<file path="src/rtl/division_arbiter.sv">
`timescale 1ns/1ps
// division_arbiter
//
// Shares one iterative division core among n_requesters clients. Requests
// are granted round-robin. The winner's operands are latched and sent to the
// core with a one-cycle start pulse, and the result goes back to that client
// with status flags. A zero denominator is answered directly without
// starting the core. A core that never completes is cut off after
// timeout_cycles.
//
// Handshake: a client raises req_valid[i] with its operands and holds them
// until it sees req_ready[i]. A transfer happens on the rising edge where
// both are high. req_ready is only driven in IDLE, is one-hot, and may be
// seen by a client whose req_valid is already high. A client may drop
// req_valid before that edge, and its request is then forgotten. rsp_valid[i]
// is a one-cycle pulse with no back-pressure.
//
// Ports
//   aclk, resetn            clock; asynchronous active-low reset
//   req_valid/req_ready     per-client request handshake
//   req_numerator/denom     packed operands, client i at [i*inout_width +: inout_width]
//   rsp_valid               one-hot result pulse to the owning client
//   rsp_quotient/remainder  result, held until the next response
//   rsp_error_div0          denominator was zero (or the core flagged it)
//   rsp_timeout             core did not complete in time
//   div_*                   connection to the shared division core
//   busy                    arbiter is not idle
//   state_dbg               current FSM state (IDLE=0 ISSUE=1 WAIT=2 RESPOND=3)
module division_arbiter #(
  parameter int inout_width    = 12,
  parameter int n_requesters   = 4,
  parameter int timeout_cycles = 64
) (
  input  logic                                 aclk,
  input  logic                                 resetn,
  input  logic [n_requesters-1:0]              req_valid,
  output logic [n_requesters-1:0]              req_ready,
  input  logic [n_requesters*inout_width-1:0]  req_numerator,
  input  logic [n_requesters*inout_width-1:0]  req_denominator,
  output logic [n_requesters-1:0]              rsp_valid,
  output logic [inout_width-1:0]               rsp_quotient,
  output logic [inout_width-1:0]               rsp_remainder,
  output logic                                 rsp_error_div0,
  output logic                                 rsp_timeout,
  output logic [inout_width-1:0]               div_numerator,
  output logic [inout_width-1:0]               div_denominator,
  output logic                                 div_data_valid,
  input  logic [inout_width-1:0]               div_quotient,
  input  logic [inout_width-1:0]               div_remainder,
  input  logic                                 div_data_ready,
  input  logic                                 div_error_div0,
  output logic                                 busy,
  output logic [1:0]                           state_dbg
);

  localparam int PW = $clog2(n_requesters);
  localparam int TW = $clog2(timeout_cycles);

  typedef enum logic [1:0] {
    IDLE    = 2'd0,
    ISSUE   = 2'd1,
    WAIT    = 2'd2,
    RESPOND = 2'd3
  } state_t;

  state_t                 state;
  state_t                 state_nxt;
  logic [PW-1:0]          rr_ptr;
  logic [PW-1:0]          grant;
  logic [PW-1:0]          winner;
  logic                   found;
  int                     idx;
  logic [TW-1:0]          tcnt;
  logic                   dr_prev;
  logic                   completion;
  logic                   timed_out;
  logic [inout_width-1:0] num_sel;
  logic [inout_width-1:0] den_sel;

  // Round-robin search. The loop runs from the farthest candidate back to
  // rr_ptr, so the candidate closest to rr_ptr is the last one written and
  // therefore wins.
  always_comb begin
    found  = 1'b0;
    winner = '0;
    idx    = 0;
    for (int k = n_requesters - 1; k >= 0; k--) begin
      idx = int'(rr_ptr) + k;
      if (idx >= n_requesters) idx = idx - n_requesters;
      if (req_valid[idx]) begin
        found  = 1'b1;
        winner = PW'(idx);
      end
    end
  end

  assign num_sel = req_numerator[winner*inout_width +: inout_width];
  assign den_sel = req_denominator[winner*inout_width +: inout_width];

  // Completion is a rising edge of div_data_ready. A level left high by an
  // earlier (possibly aborted) operation must not finish a new one.
  assign completion = (state == WAIT) && div_data_ready && !dr_prev;
  assign timed_out  = (state == WAIT) && !completion &&
                      (tcnt == TW'(timeout_cycles - 1));

  assign busy      = (state != IDLE);
  assign state_dbg = state;

  always_ff @(posedge aclk or negedge resetn) begin
    if (!resetn) state <= IDLE;
    else         state <= state_nxt;
  end

  always_comb begin
    state_nxt      = state;
    req_ready      = '0;
    div_data_valid = 1'b0;
    rsp_valid      = '0;
    case (state)
      IDLE: begin
        if (found) begin
          req_ready[winner] = 1'b1;
          state_nxt         = (den_sel == '0) ? RESPOND : ISSUE;
        end
      end
      ISSUE: begin
        div_data_valid = 1'b1;
        state_nxt      = WAIT;
      end
      WAIT: begin
        if (completion || timed_out) state_nxt = RESPOND;
      end
      RESPOND: begin
        rsp_valid[grant] = 1'b1;
        state_nxt        = IDLE;
      end
      default: state_nxt = IDLE;
    endcase
  end

  always_ff @(posedge aclk or negedge resetn) begin
    if (!resetn) begin
      rr_ptr          <= '0;
      grant           <= '0;
      tcnt            <= '0;
      dr_prev         <= 1'b0;
      div_numerator   <= '0;
      div_denominator <= '0;
      rsp_quotient    <= '0;
      rsp_remainder   <= '0;
      rsp_error_div0  <= 1'b0;
      rsp_timeout     <= 1'b0;
    end else begin
      dr_prev <= div_data_ready;
      case (state)
        IDLE: begin
          if (found) begin
            grant           <= winner;
            div_numerator   <= num_sel;
            div_denominator <= den_sel;
            // Division by zero is answered here, the core is never started.
            if (den_sel == '0) begin
              rsp_quotient   <= '0;
              rsp_remainder  <= '0;
              rsp_error_div0 <= 1'b1;
              rsp_timeout    <= 1'b0;
            end
          end
        end
        ISSUE: begin
          tcnt <= '0;
        end
        WAIT: begin
          if (completion) begin
            rsp_quotient   <= div_quotient;
            rsp_remainder  <= div_remainder;
            rsp_error_div0 <= div_error_div0;
            rsp_timeout    <= 1'b0;
          end else if (timed_out) begin
            rsp_quotient   <= '0;
            rsp_remainder  <= '0;
            rsp_error_div0 <= 1'b0;
            rsp_timeout    <= 1'b1;
          end else begin
            tcnt <= tcnt + 1'b1;
          end
        end
        RESPOND: begin
          rr_ptr <= (grant == PW'(n_requesters - 1)) ? '0 : grant + 1'b1;
        end
        default: ;
      endcase
    end
  end

endmodule
</file>
<file path="config.mk">
export PLATFORM = sky130hd
export DESIGN_NAME = division_arbiter
export DESIGN_NICKNAME = d
export VERILOG_FILES = /design/src/rtl/division_arbiter.sv
export SDC_FILE = /design/constraint.sdc
export NUM_CORES = 1
export LEC_CHECK = 0
export ABC_AREA = 1
export CAP_MARGIN = 5
export CORE_UTILIZATION = 40
export CTS_CLUSTER_DIAMETER = 200
export DETAILED_ROUTE_END_ITERATION = 10
export PLACE_DENSITY = 0.82
export SYNTH_ARGS = -nofsm -noshare
export SYNTH_HDL_FRONTEND = slang
export SYNTH_SLANG_ARGS = --single-unit
</file>
<file path="constraint.sdc">
create_clock -name aclk -period 6.5 [get_ports aclk]
set_input_delay 0.65 -clock aclk [delete_from_list [all_inputs] [get_ports aclk]]
set_output_delay 0.65 -clock aclk [all_outputs]
set_load 0.005 [all_outputs]
</file>
==> summary.txt, run 1 <==
Outcome
  • Status: finished, final reports clean

Logic synthesis
  • Register bit total from synthesis: 63
  • Synth Area in Compound Gates: 0.0966
  • Largest family of logic cells by synthesized area: simple AND/OR/NAND/NOR gates
  • Post-synthesis mux area share: 0
  • Sequential area share after synthesis: 0.408
  • Post-synthesis simple-gate area fraction: 0.367
  • Syn nets: 703
  • Mapped Cells: 566
  • YS warnings: 0
  • Synth cell types: 23
  • Post-Synth XOR/XNOR Area: 0
  • Mapped Area: 3860 um^2
  • Synth Area per Inst: around 7 um^2
  • Post-Synth Adder-Cell Area: 0.0292

Timing
  • Setup TNS: 0 ns
  • Achievable Freq: approximately 240 MHz
  • RSZ-0062 raised after global routing: false
  • Fin. max-slew vios: 0
  • Clock skew: 0.00937 ns
  • Final Critical Period: 4.14 ns
  • Fin. Hold Viols: 0
  • Slew HR: 0.322
  • Final setup viols: 0
  • Tcrit/Tclk final: 0.638
  • Slew @ Worst Pin: between 1 and 1.5 ns

Cells and area
  • Share of layout cells above drive strength 1: 0.0362
  • FF+latch area: approximately 1600 um^2
  • Multi-input logic area: 1900 um^2
  • Most frequent cells in the layout: clkdlybuf4s50_1, nand2_1, nor2_1
  • Fin nets: approximately 880
  • # diodes: 0
  • Final instance area: 5960 um^2
  • Layout area overhead: 54.3%
  • Most common cell after layout, fill and taps aside: clkdlybuf4s50_1
  • Fill cells: between 800 and 900

Setup path
  • Reg-to-Reg End: rsp_remainder[0]$_DFFE_PN0P_
  • CP cell instances: clkdlybuf4s50_1 -> inv_1 -> o21ai_1 -> nand2_1 -> nand3_1 -> nand3_2 -> nand2_4 -> nand2_1 -> nor2_1 -> clkdlybuf4s50_1
  • Critical path buffers and inverters: 3
  • CP endpoint kind: primary output
  • Slowest CP cell: nand2_4
  • FF-to-FF path depth: 19
  • CP startpoint kind: primary input
  • Kind of critical path: in -> out
  • Critical Path RT: between 5 and 6 ns
  • Internal reg-to-reg setup slack: between 2 and 3 ns
  • Cell family with most CP delay: simple AND/OR/NAND/NOR gates
  • WP data arrival: ~3.5 ns
  • CP max FO: between 50 and 60
  • Reg-to-Reg Start: rr_ptr[0]$_DFFE_PN0P_
  • Worst path max stage delay: 0.59 ns

Global routing
  • Largest net degree at the start of global routing: 64
  • First-pass GRT wire length: roughly 19,000 um
  • Initial antenna violation count: 0
  • Vias in the first global route: 4,188
  • GRT overflow: 0
  • All-Layer GR Usage: 0.233

Detailed routing
  • DR WL/cell: between 10 and 15 um
  • Via count: around 4.3k
  • DRC Markers: 0
  • Vias per inst: a little under 5
  • Final wirelength: approximately 11,000 um
  • DR iter-0 viols: around 170
  • Detail Route Antenna Nets: 0
  • First-pass DRT Iterations: 5

Clocking
  • Setup Fix Bufs, Post-CTS: 0
  • Number of CTS-inserted buffers: 9
  • TritonCTS clock tree: done
  • Worst skew pair latency: 0.33 ns
  • Clock buffer depth: 2
  • Cts hold-fix bufs: 0
  • CTS Root Cell: clkbuf_8
  • Reg clk slew, reported paths: 0.08 ns
  • H-tree depth: 3
  • Clk sinks: 63
  • Post-CTS sizing: 0

Placement
  • Port Buf Inserts: 189
  • Final HPWL DP: ~8500 um
  • Placed inst area: approximately 5800 um^2
  • Gp weighted congestion: between 0.8 and 0.9

Floorplan
  • Die extent in y: ~100 um
  • Die W: 100 um
  • Die ar.: ~10,000 um^2
  • Row count: 35
  • I/O pins: between 150 and 200
  • Placeable core region: between 9000 and 10,000 um^2
  • Initial core utilization: 0.416

Pwr
  • Peak supply drop: 0.000218 V
  • LEAKAGE: between 0.002 and 0.003 uW
  • Pwr Density: about 460 nW/um^2

Flow run
  • Max Cap Viol: 0

Min path
  • Worst hold path class: in -> async
flip-flops by register name (all words and copies together) (netlist names):
register and flops:
rsp_error_div0 1, state_dbg 2, rr_ptr 2, div_numerator 12, div_denominator 12, tcnt 6
rsp_quotient 12, dr_prev 1, rsp_remainder 12, grant 2, rsp_timeout 1
worst max-delay path by stage:
stage / cells after the start / slack (ns) / from / end
2_1_floorplan: 13 / 3.77 / req_valid[0] / req_ready[1]
3_3_place_gp: 10 / 2.49 / req_valid[3] / req_ready[1]
3_5_place_dp: 10 / 2.41 / req_valid[3] / req_ready[1]
4_1_cts: 10 / 2.38 / req_valid[3] / req_ready[1]
5_1_grt: 10 / 2.09 / req_valid[2] / req_ready[1]
6_report: 10 / 2.36 / req_valid[3] / req_ready[1]
worst register-to-register path, cell delays in order (launching register included):
cell     delay (ns)
dfrtp_1        0.58
inv_1          0.15
nand2_1        0.08
nand2_1        0.08
inv_1          0.08
nand2_1        0.08
nand3_1        0.14
nand2_1        0.08
nand2_2        0.35
nand2_4        0.40
nand2_1        0.17
nand3_1        0.08
nand2_1        0.14
nand2_1        0.06
nor2_1         0.12
nand3_1        0.14
nand2_4        0.28
nand2_4        0.27
nand2_1        0.14
nand2_1        0.06
cell usage after synthesis, drive strengths merged:
cell type | instances | share of area
nand3 | 81 | 0.11
a21oi | 7 | 0.011
nand4 | 1 | 0.0016
nor2 | 99 | 0.096
o21bai | 1 | 0.0019
clkbuf | 12 | 0.012
nor3 | 9 | 0.012
dfrtp | 63 | 0.41
o21ai | 48 | 0.062
a31oi | 12 | 0.019
o31ai | 1 | 0.0019
ha | 9 | 0.029
buf | 16 | 0.030
inv | 58 | 0.056
nand2 | 149 | 0.15
where the power goes:
group          leakage, uW  switching (uW)  internal, uW
clock network    0.0000977             154           178
registers         0.000804            90.1           539
logic              0.00193            1070           694
total              0.00284            1310          1410
stage by stage:
stage | power, uW | std cells | util | hold slack, ns | setup slack (ns)
finish | 2720 | 875 | 0.642 | 0.473 | 2.36
floorplan | 1800 | 566 | - | 0.354 | 3.77
global route | 2990 | 875 | 0.642 | 0.497 | 2.09
global placement | 2330 | 859 | 0.621 | 0.454 | 2.49
CTS | 2730 | 875 | 0.642 | 0.475 | 2.38
detailed placement | 2390 | 859 | 0.621 | 0.457 | 2.41
cells by family after synthesis:
family          after synthesis
flops                        63
buf+inv                      86
simple gates                339
compound gates               69
fa+ha+maj                     9
final cells by class:
| type | count | area share |
|---|---|---|
| clock buffers | 11 | 0.0221 |
| clock inverters | 5 | 0.00966 |
| inverters | 58 | 0.0365 |
| multi-input cells | 417 | 0.319 |
| flip-flops and latches | 63 | 0.265 |
| well taps | 129 | 0.0271 |
| repair buffers | 192 | 0.321 |
layer usage:
layer | vias up | part of all wire | GRT usage
met3 | 20 | 0.071 | 0.0481
met5 | - | 0 | 0
li1 | 2153 | - | -
met1 | 1958 | 0.41 | 0.269
met2 | 178 | 0.50 | 0.419
met4 | 0 | 0.022 | 0.0925
Power figures use the tool's default switching activity.
==> inputs of run 2 (changes only) <==
Clock period 6.5 ns to 4.1 ns, I/O delays scaled along.
==> run 2 against run 1 <==
Effect of this change:
- cell area increased by 1.6%
- combinational power is 61% higher
- routed wire length up 4.1%
- sequential cell count did not move
- clock-buffer cell count down 1
- via count grew 1.1%
- critical endpoint is now req_ready[2]
- highest routed layer unchanged
- sequential power up 61%
- register-to-register slack got worse by 2.0 ns
- clock skew grew 0.0038 ns
- final cell count rose by 0.46%
- core utilization grew 1.0 points
- setup slack worse by 1.7 ns
==> summary.txt, run 2 (same netlist as run 1, synthesis figures left out) <==
Clocking
  • Clock buffer depth: 2 (unchanged)
  • Setup Fix Bufs, Post-CTS: 0 (unchanged)
  • TritonCTS clock tree: done (unchanged)
  • Worst skew pair latency: 0.34 ns (was 0.33 ns)
  • Cts hold-fix bufs: 0 (unchanged)
  • Reg clk slew, reported paths: 0.08 ns (about the same)
  • CTS Root Cell: clkbuf_8 (unchanged)
  • H-tree depth: 3 (unchanged)
  • Number of CTS-inserted buffers: 9 (unchanged)
  • Post-CTS sizing: 0 (unchanged)
  • Clk sinks: 63 (unchanged)

Timing
  • Final setup viols: 0 (unchanged)
  • Fin. max-slew vios: 0 (unchanged)
  • Achievable Freq: a little under 300 MHz
  • Tcrit/Tclk final: 0.836
  • Setup TNS: 0 ns (unchanged)
  • RSZ-0062 raised after global routing: false (unchanged)
  • Final Critical Period: ~3.4 ns
  • Slew @ Worst Pin: 0.803 ns (was 1.02 ns)
  • Fin. Hold Viols: 0 (unchanged)
  • Clock skew: 0.0132 ns (was 0.00937 ns)
  • Slew HR: 0.464 (was 0.322)

Outcome
  • Status: finished, final reports clean (unchanged)

Floorplan
  • Die extent in y: 100 um (unchanged)
  • Die W: 100 um (unchanged)
  • I/O pins: 190 (unchanged)
  • Initial core utilization: 0.416 (unchanged)
  • Row count: 35 (unchanged)
  • Placeable core region: 9280 um^2 (unchanged)
  • Die ar.: 10,000 um^2 (unchanged)

Setup path
  • CP endpoint kind: primary output (unchanged)
  • CP startpoint kind: register (was primary input)
  • Reg-to-Reg Start: rr_ptr[0]$_DFFE_PN0P_ (unchanged)
  • Critical Path RT: 3.69 ns (was 5.85 ns)
  • Kind of critical path: reg -> out (was in -> out)
  • Internal reg-to-reg setup slack: 0.88 ns (was 2.92 ns)
  • Reg-to-Reg End: rsp_remainder[2]$_DFFE_PN0P_ (was rsp_remainder[0]$_DFFE_PN0P_)
  • WP data arrival: 3.02 ns (was 3.49 ns)
  • CP max FO: 15 (was 52)
  • FF-to-FF path depth: 16 (was 19)

Pwr
  • Post-layout power: 4510 uW (was 2720 uW)
  • Peak supply drop: 0.000444 V (was 0.000218 V)
  • LEAKAGE: 0.00288 uW (was 0.00284 uW)
  • Pwr Density: 746 nW/um^2 (was 457 nW/um^2)

Cells and area
  • Fin nets: 882 (was 878)
  • # diodes: 0 (unchanged)
  • Share of layout cells above drive strength 1: 0.0440 (was 0.0362)
  • Most common cell after layout, fill and taps aside: clkdlybuf4s50_1 (unchanged)
  • Fill cells: 806 (was 813)
  • Layout area overhead: 56.8% (was 54.3%)
  • Most frequent cells in the layout: clkdlybuf4s50_1, nand2_1, nor2_1 (unchanged)

Placement
  • Port Buf Inserts: 189 (unchanged)
  • Final HPWL DP: 9060 um (was 8540 um)
  • Gp weighted congestion: 0.797 (was 0.887)

Detailed routing
  • First-pass DRT Iterations: 4 (was 5)
  • Detail Route Antenna Nets: 0 (unchanged)
  • Via count: 4,357 (was 4,309)
  • Final wirelength: 12,000 um (was 11,500 um)
  • DR iter-0 viols: 239 (was 174)
  • DR WL/cell: 13.6 um (was 13.1 um)
  • DRC Markers: 0 (unchanged)
  • Vias per inst: 4.96 (was 4.92)

Flow run
  • Max Cap Viol: 0 (unchanged)

Global routing
  • Initial antenna violation count: 0 (unchanged)
  • First-pass GRT wire length: 19,200 um (was 18,700 um)
  • All-Layer GR Usage: 0.240 (was 0.233)
  • Vias in the first global route: 4,391 (was 4,188)
  • GRT overflow: 0 (unchanged)
  • Largest net degree at the start of global routing: 64 (unchanged)

Min path
  • Worst hold path class: in -> async (unchanged)
==> run 2: cell count changes in the layout (fill, tap and decap cells not counted), sizes merged <==
cell      delta
buf          +4
bufinv       +2
clkbuf       -1
clkinv       -3
clkinvlp     +1
inv          +1
==> run 2: layer usage <==
layer  track usage  vias up  share of wire  routed length, um
met5             0        -              0                  0
met2         0.448      158           0.51               6100
met3        0.0501       22          0.061                730
li1              -     2163              -                  -
met4         0.100        0          0.023                279
met1         0.262     2014           0.41               4860
==> run 2: worst max-delay path: stages, from the launching register on <==
cell and delay [ns]:
dfrtp_1 0.52, inv_1 0.18, nand2_1 0.07, nand2_1 0.08, inv_1 0.06, nand2_1 0.09, nand4_1 0.14, a21oi_2 0.67
buf_4 0.32, nor3_1 0.07, clkdlybuf4s50_1 0.49
==> run 2: metrics by stage <==
step | hold WS, ns | worst slack [ns] | cells | instance area (um^2) | utilization
after detailed placement | 0.458 | 0.626 | 863 | 5800 | 0.625
after global routing | 0.298 | 0.397 | 879 | 6050 | 0.652
after floorplan | 0.114 | 1.71 | 566 | 3860 | -
after global placement | 0.455 | 0.834 | 863 | 5800 | 0.625
after CTS | 0.259 | 0.672 | 879 | 6050 | 0.652
final | 0.219 | 0.672 | 879 | 6050 | 0.652
==> run 2: final cells by class <==
| cell class | instances | area [um^2] | share of cell area |
|---|---|---|---|
| timing repair buffer | 196 | 1940 | 0.321 |
| multi-input combinational | 417 | 1900 | 0.315 |
| sequential | 63 | 1580 | 0.261 |
| inverter | 58 | 218 | 0.0360 |
| tap | 129 | 161 | 0.0267 |
| clock buffer | 10 | 138 | 0.0227 |
| clock inverter | 6 | 115 | 0.0190 |
==> run 2: worst max path at each step <==
stage,startpoint,endpoint
2_1_floorplan,rr_ptr[0]$_DFFE_PN0P_,req_ready[1]
3_3_place_gp,req_valid[0],rsp_quotient[8]$_DFFE_PN0P_
3_5_place_dp,req_valid[0],rsp_error_div0$_DFFE_PN0P_
4_1_cts,rr_ptr[0]$_DFFE_PN0P_,req_ready[0]
5_1_grt,rr_ptr[0]$_DFFE_PN0P_,req_ready[0]
6_report,rr_ptr[0]$_DFFE_PN0P_,req_ready[2]
==> run 2: power by group <==
group / internal [uW] / leakage, uW / switching (uW) / total [uW]
logic: 1130 / 0.00195 / 1690 / 2830
registers: 854 / 0.000804 / 152 / 1010
clock network: 425 / 0.000124 / 256 / 681
==> inputs of run 3 (changes only) <==
Clock period 4.1 ns to 3.4 ns, I/O delays scaled along.
==> run 3 against run 2 <==
Effect of this change:
- first-iteration DRC count down 27%
- largest power group unchanged
- critical path depth up 2
- power up 17%
- final cell count up 0.46%
- core utilization down 0.40 points
- sequential cell count unchanged
- clock skew down 0.0031 ns
- non-clock buffer count up 4
- routed wire length up 2.1%
- via count up 0.96%
- setup slack worse by 0.36 ns
- die area unchanged
==> summary.txt, run 3 (same netlist as run 1, synthesis figures left out) <==
Pwr
  • Peak supply drop: 0.000443 V (was 0.000444 V)
  • LEAKAGE: 0.00287 uW (was 0.00288 uW)
  • Pwr Density: 876 nW/um^2 (was 746 nW/um^2)

Detailed routing
  • First-pass DRT Iterations: 5 (was 4)
  • Via count: 4,399 (was 4,357)
  • Detail Route Antenna Nets: 0 (unchanged)
  • Max layer used: met4 (unchanged)
  • WL met1: 4750 um (was 4860 um)
  • Final wirelength: 12,200 um (was 12,000 um)
  • Vias per inst: 4.98 (was 4.96)
  • Metal2 WL: 6220 um (was 6100 um)
  • DR WL/cell: 13.8 um (was 13.6 um)
  • Met3 routed WL: 825 um (was 730 um)
  • DRC Markers: 0 (unchanged)
  • DR iter-0 viols: 174 (was 239)

Setup path
  • Kind of critical path: reg -> out (unchanged)
  • CP endpoint kind: primary output (unchanged)
  • CP max FO: 52 (was 15)
  • Critical Path RT: 3.06 ns (was 3.69 ns)
  • WP data arrival: 2.75 ns (was 3.02 ns)
  • Reg-to-Reg Start: rr_ptr[0]$_DFFE_PN0P_ (unchanged)
  • CP startpoint kind: register (unchanged)
  • Worst Setup SP: rr_ptr[0]$_DFFE_PN0P_ (unchanged)

Placement
  • Gp weighted congestion: 0.891 (was 0.797)
  • Port Buf Inserts: 189 (unchanged)
  • Placed cells: 867 (was 863)
  • Place WS: 0.0558 ns (was 0.626 ns)
  • Final HPWL DP: 9410 um (was 9060 um)

Global routing
  • Largest net degree at the start of global routing: 53 (was 64)
  • All-Layer GR Usage: 0.246 (was 0.240)
  • Vias in the first global route: 4,352 (was 4,391)
  • Initial antenna violation count: 0 (unchanged)
  • GRT overflow: 0 (unchanged)
  • First-pass GRT wire length: 19,400 um (was 19,200 um)

Timing
  • Fin. Hold Viols: 0 (unchanged)
  • Slew @ Worst Pin: 1.01 ns (was 0.803 ns)
  • Fin. max-slew vios: 0 (unchanged)
  • Slew HR: 0.327 (was 0.464)
  • Hold slack: 0.163 ns (was 0.219 ns)
  • Achievable Freq: 324 MHz
  • Slack of the critical path: 0.310 ns (was 0.672 ns)
  • Final Critical Period: 3.09 ns
  • Setup TNS: 0 ns (unchanged)
  • Final setup viols: 0 (unchanged)
  • Clock skew: 0.0100 ns (was 0.0132 ns)
  • RSZ-0062 raised after global routing: false (unchanged)
  • Tcrit/Tclk final: 0.909

Cells and area
  • FF+latch area: 1580 um^2 (about the same)
  • Fin util: 0.648 (was 0.652)
  • Fin nets: 886 (was 882)
  • Multi-input logic area: 1920 um^2 (was 1900 um^2)
  • Final std cells w/o fill: 883 (was 879)
  • Layout area overhead: 55.8% (was 56.8%)
  • Fill cells: 836 (was 806)
  • Share of layout cells above drive strength 1: 0.0504 (was 0.0440)
  • Most common cell after layout, fill and taps aside: clkdlybuf4s50_1 (unchanged)
  • Most frequent cells in the layout: clkdlybuf4s50_1, nand2_1, nor2_1 (unchanged)
  • # diodes: 0 (unchanged)

Clocking
  • Clock buffer depth: 2 (unchanged)
  • H-tree depth: 3 (unchanged)
  • Worst skew pair latency: 0.34 ns (about the same)
  • Setup Fix Bufs, Post-CTS: 0 (unchanged)
  • Cts hold-fix bufs: 0 (unchanged)
  • TritonCTS clock tree: done (unchanged)
  • Clk sinks: 63 (unchanged)
  • CTS Root Cell: clkbuf_8 (unchanged)
  • Number of CTS-inserted buffers: 9 (unchanged)
  • Reg clk slew, reported paths: 0.07 ns (was 0.08 ns)

Floorplan
  • I/O pins: 190 (unchanged)
  • Row count: 35 (unchanged)
  • Die extent in y: 100 um (unchanged)
  • Die W: 100 um (unchanged)
  • Die ar.: 10,000 um^2 (unchanged)
  • Placeable core region: 9280 um^2 (unchanged)
  • Initial core utilization: 0.416 (unchanged)

Outcome
  • Status: finished, final reports clean (unchanged)

Flow run
  • Max Cap Viol: 0 (unchanged)

Min path
  • Worst hold path class: in -> async (unchanged)
run 3: final timing paths:
check	end	slack, ns	cells past startpoint
setup / recovery	req_ready[1]	0.31	12
hold / removal	rsp_remainder[0]$_DFFE_PN0P_	0.16	1
setup reg to reg	rsp_remainder[8]$_DFFE_PN0P_	0.51	19
hold reg to reg	rsp_remainder[11]$_DFFE_PN0P_	0.47	2
max in group asynchronous	rsp_quotient[5]$_DFFE_PN0P_	2.37	2
min in group aclk	rsp_remainder[11]$_DFFE_PN0P_	0.47	2
run 3: area by class of cell:
cell class | count | share of cell area
Clock inverter | 6 | 0.00624
Tap cell | 129 | 0.0268
Inverter | 58 | 0.0362
Timing Repair Buffer | 200 | 0.328
Sequential cell | 63 | 0.262
Clock buffer | 10 | 0.0212
Multi-Input combinational cell | 417 | 0.320
run 3: layer usage:
metal  track usage  up-vias
met2         0.454      172
met5             0        -
li1              -     2167
met1         0.269     2027
met4         0.117        0
met3        0.0508       33
run 3: what timing repair did:
action	in CTS	in global routing
endpoints found under the setup margin	0	31
gates resized for setup	0	4
endpoints found under the hold margin	0	0
run 3: through the flow:
| step | instance area, um^2 | power, uW |
|---|---|---|
| floorplan | 3860 | 3440 |
| global placement | 5830 | 4570 |
| detailed placement | 5830 | 4690 |
| CTS | 5990 | 5270 |
| global route | 6010 | 5790 |
| finish | 6010 | 5270 |
run 3: critical path: stages (launching register included):
cell             delay (ns)
dfrtp_2                0.49
inv_1                  0.14
nand2_1                0.06
nand2_1                0.08
inv_1                  0.05
nand2_1                0.09
nand3_1                0.12
nand2_1                0.09
nand2_2                0.18
nand2_8                0.31
nand2_1                0.15
nor2_1                 0.12
clkdlybuf4s50_1        0.52
run 3: where the power goes:
group          internal [uW]  switching [uW]  total [uW]  leakage, uW
sequential              1030             178        1210     0.000803
combinational           1430            2070        3500      0.00197
clock                    262             296         558    0.0000898
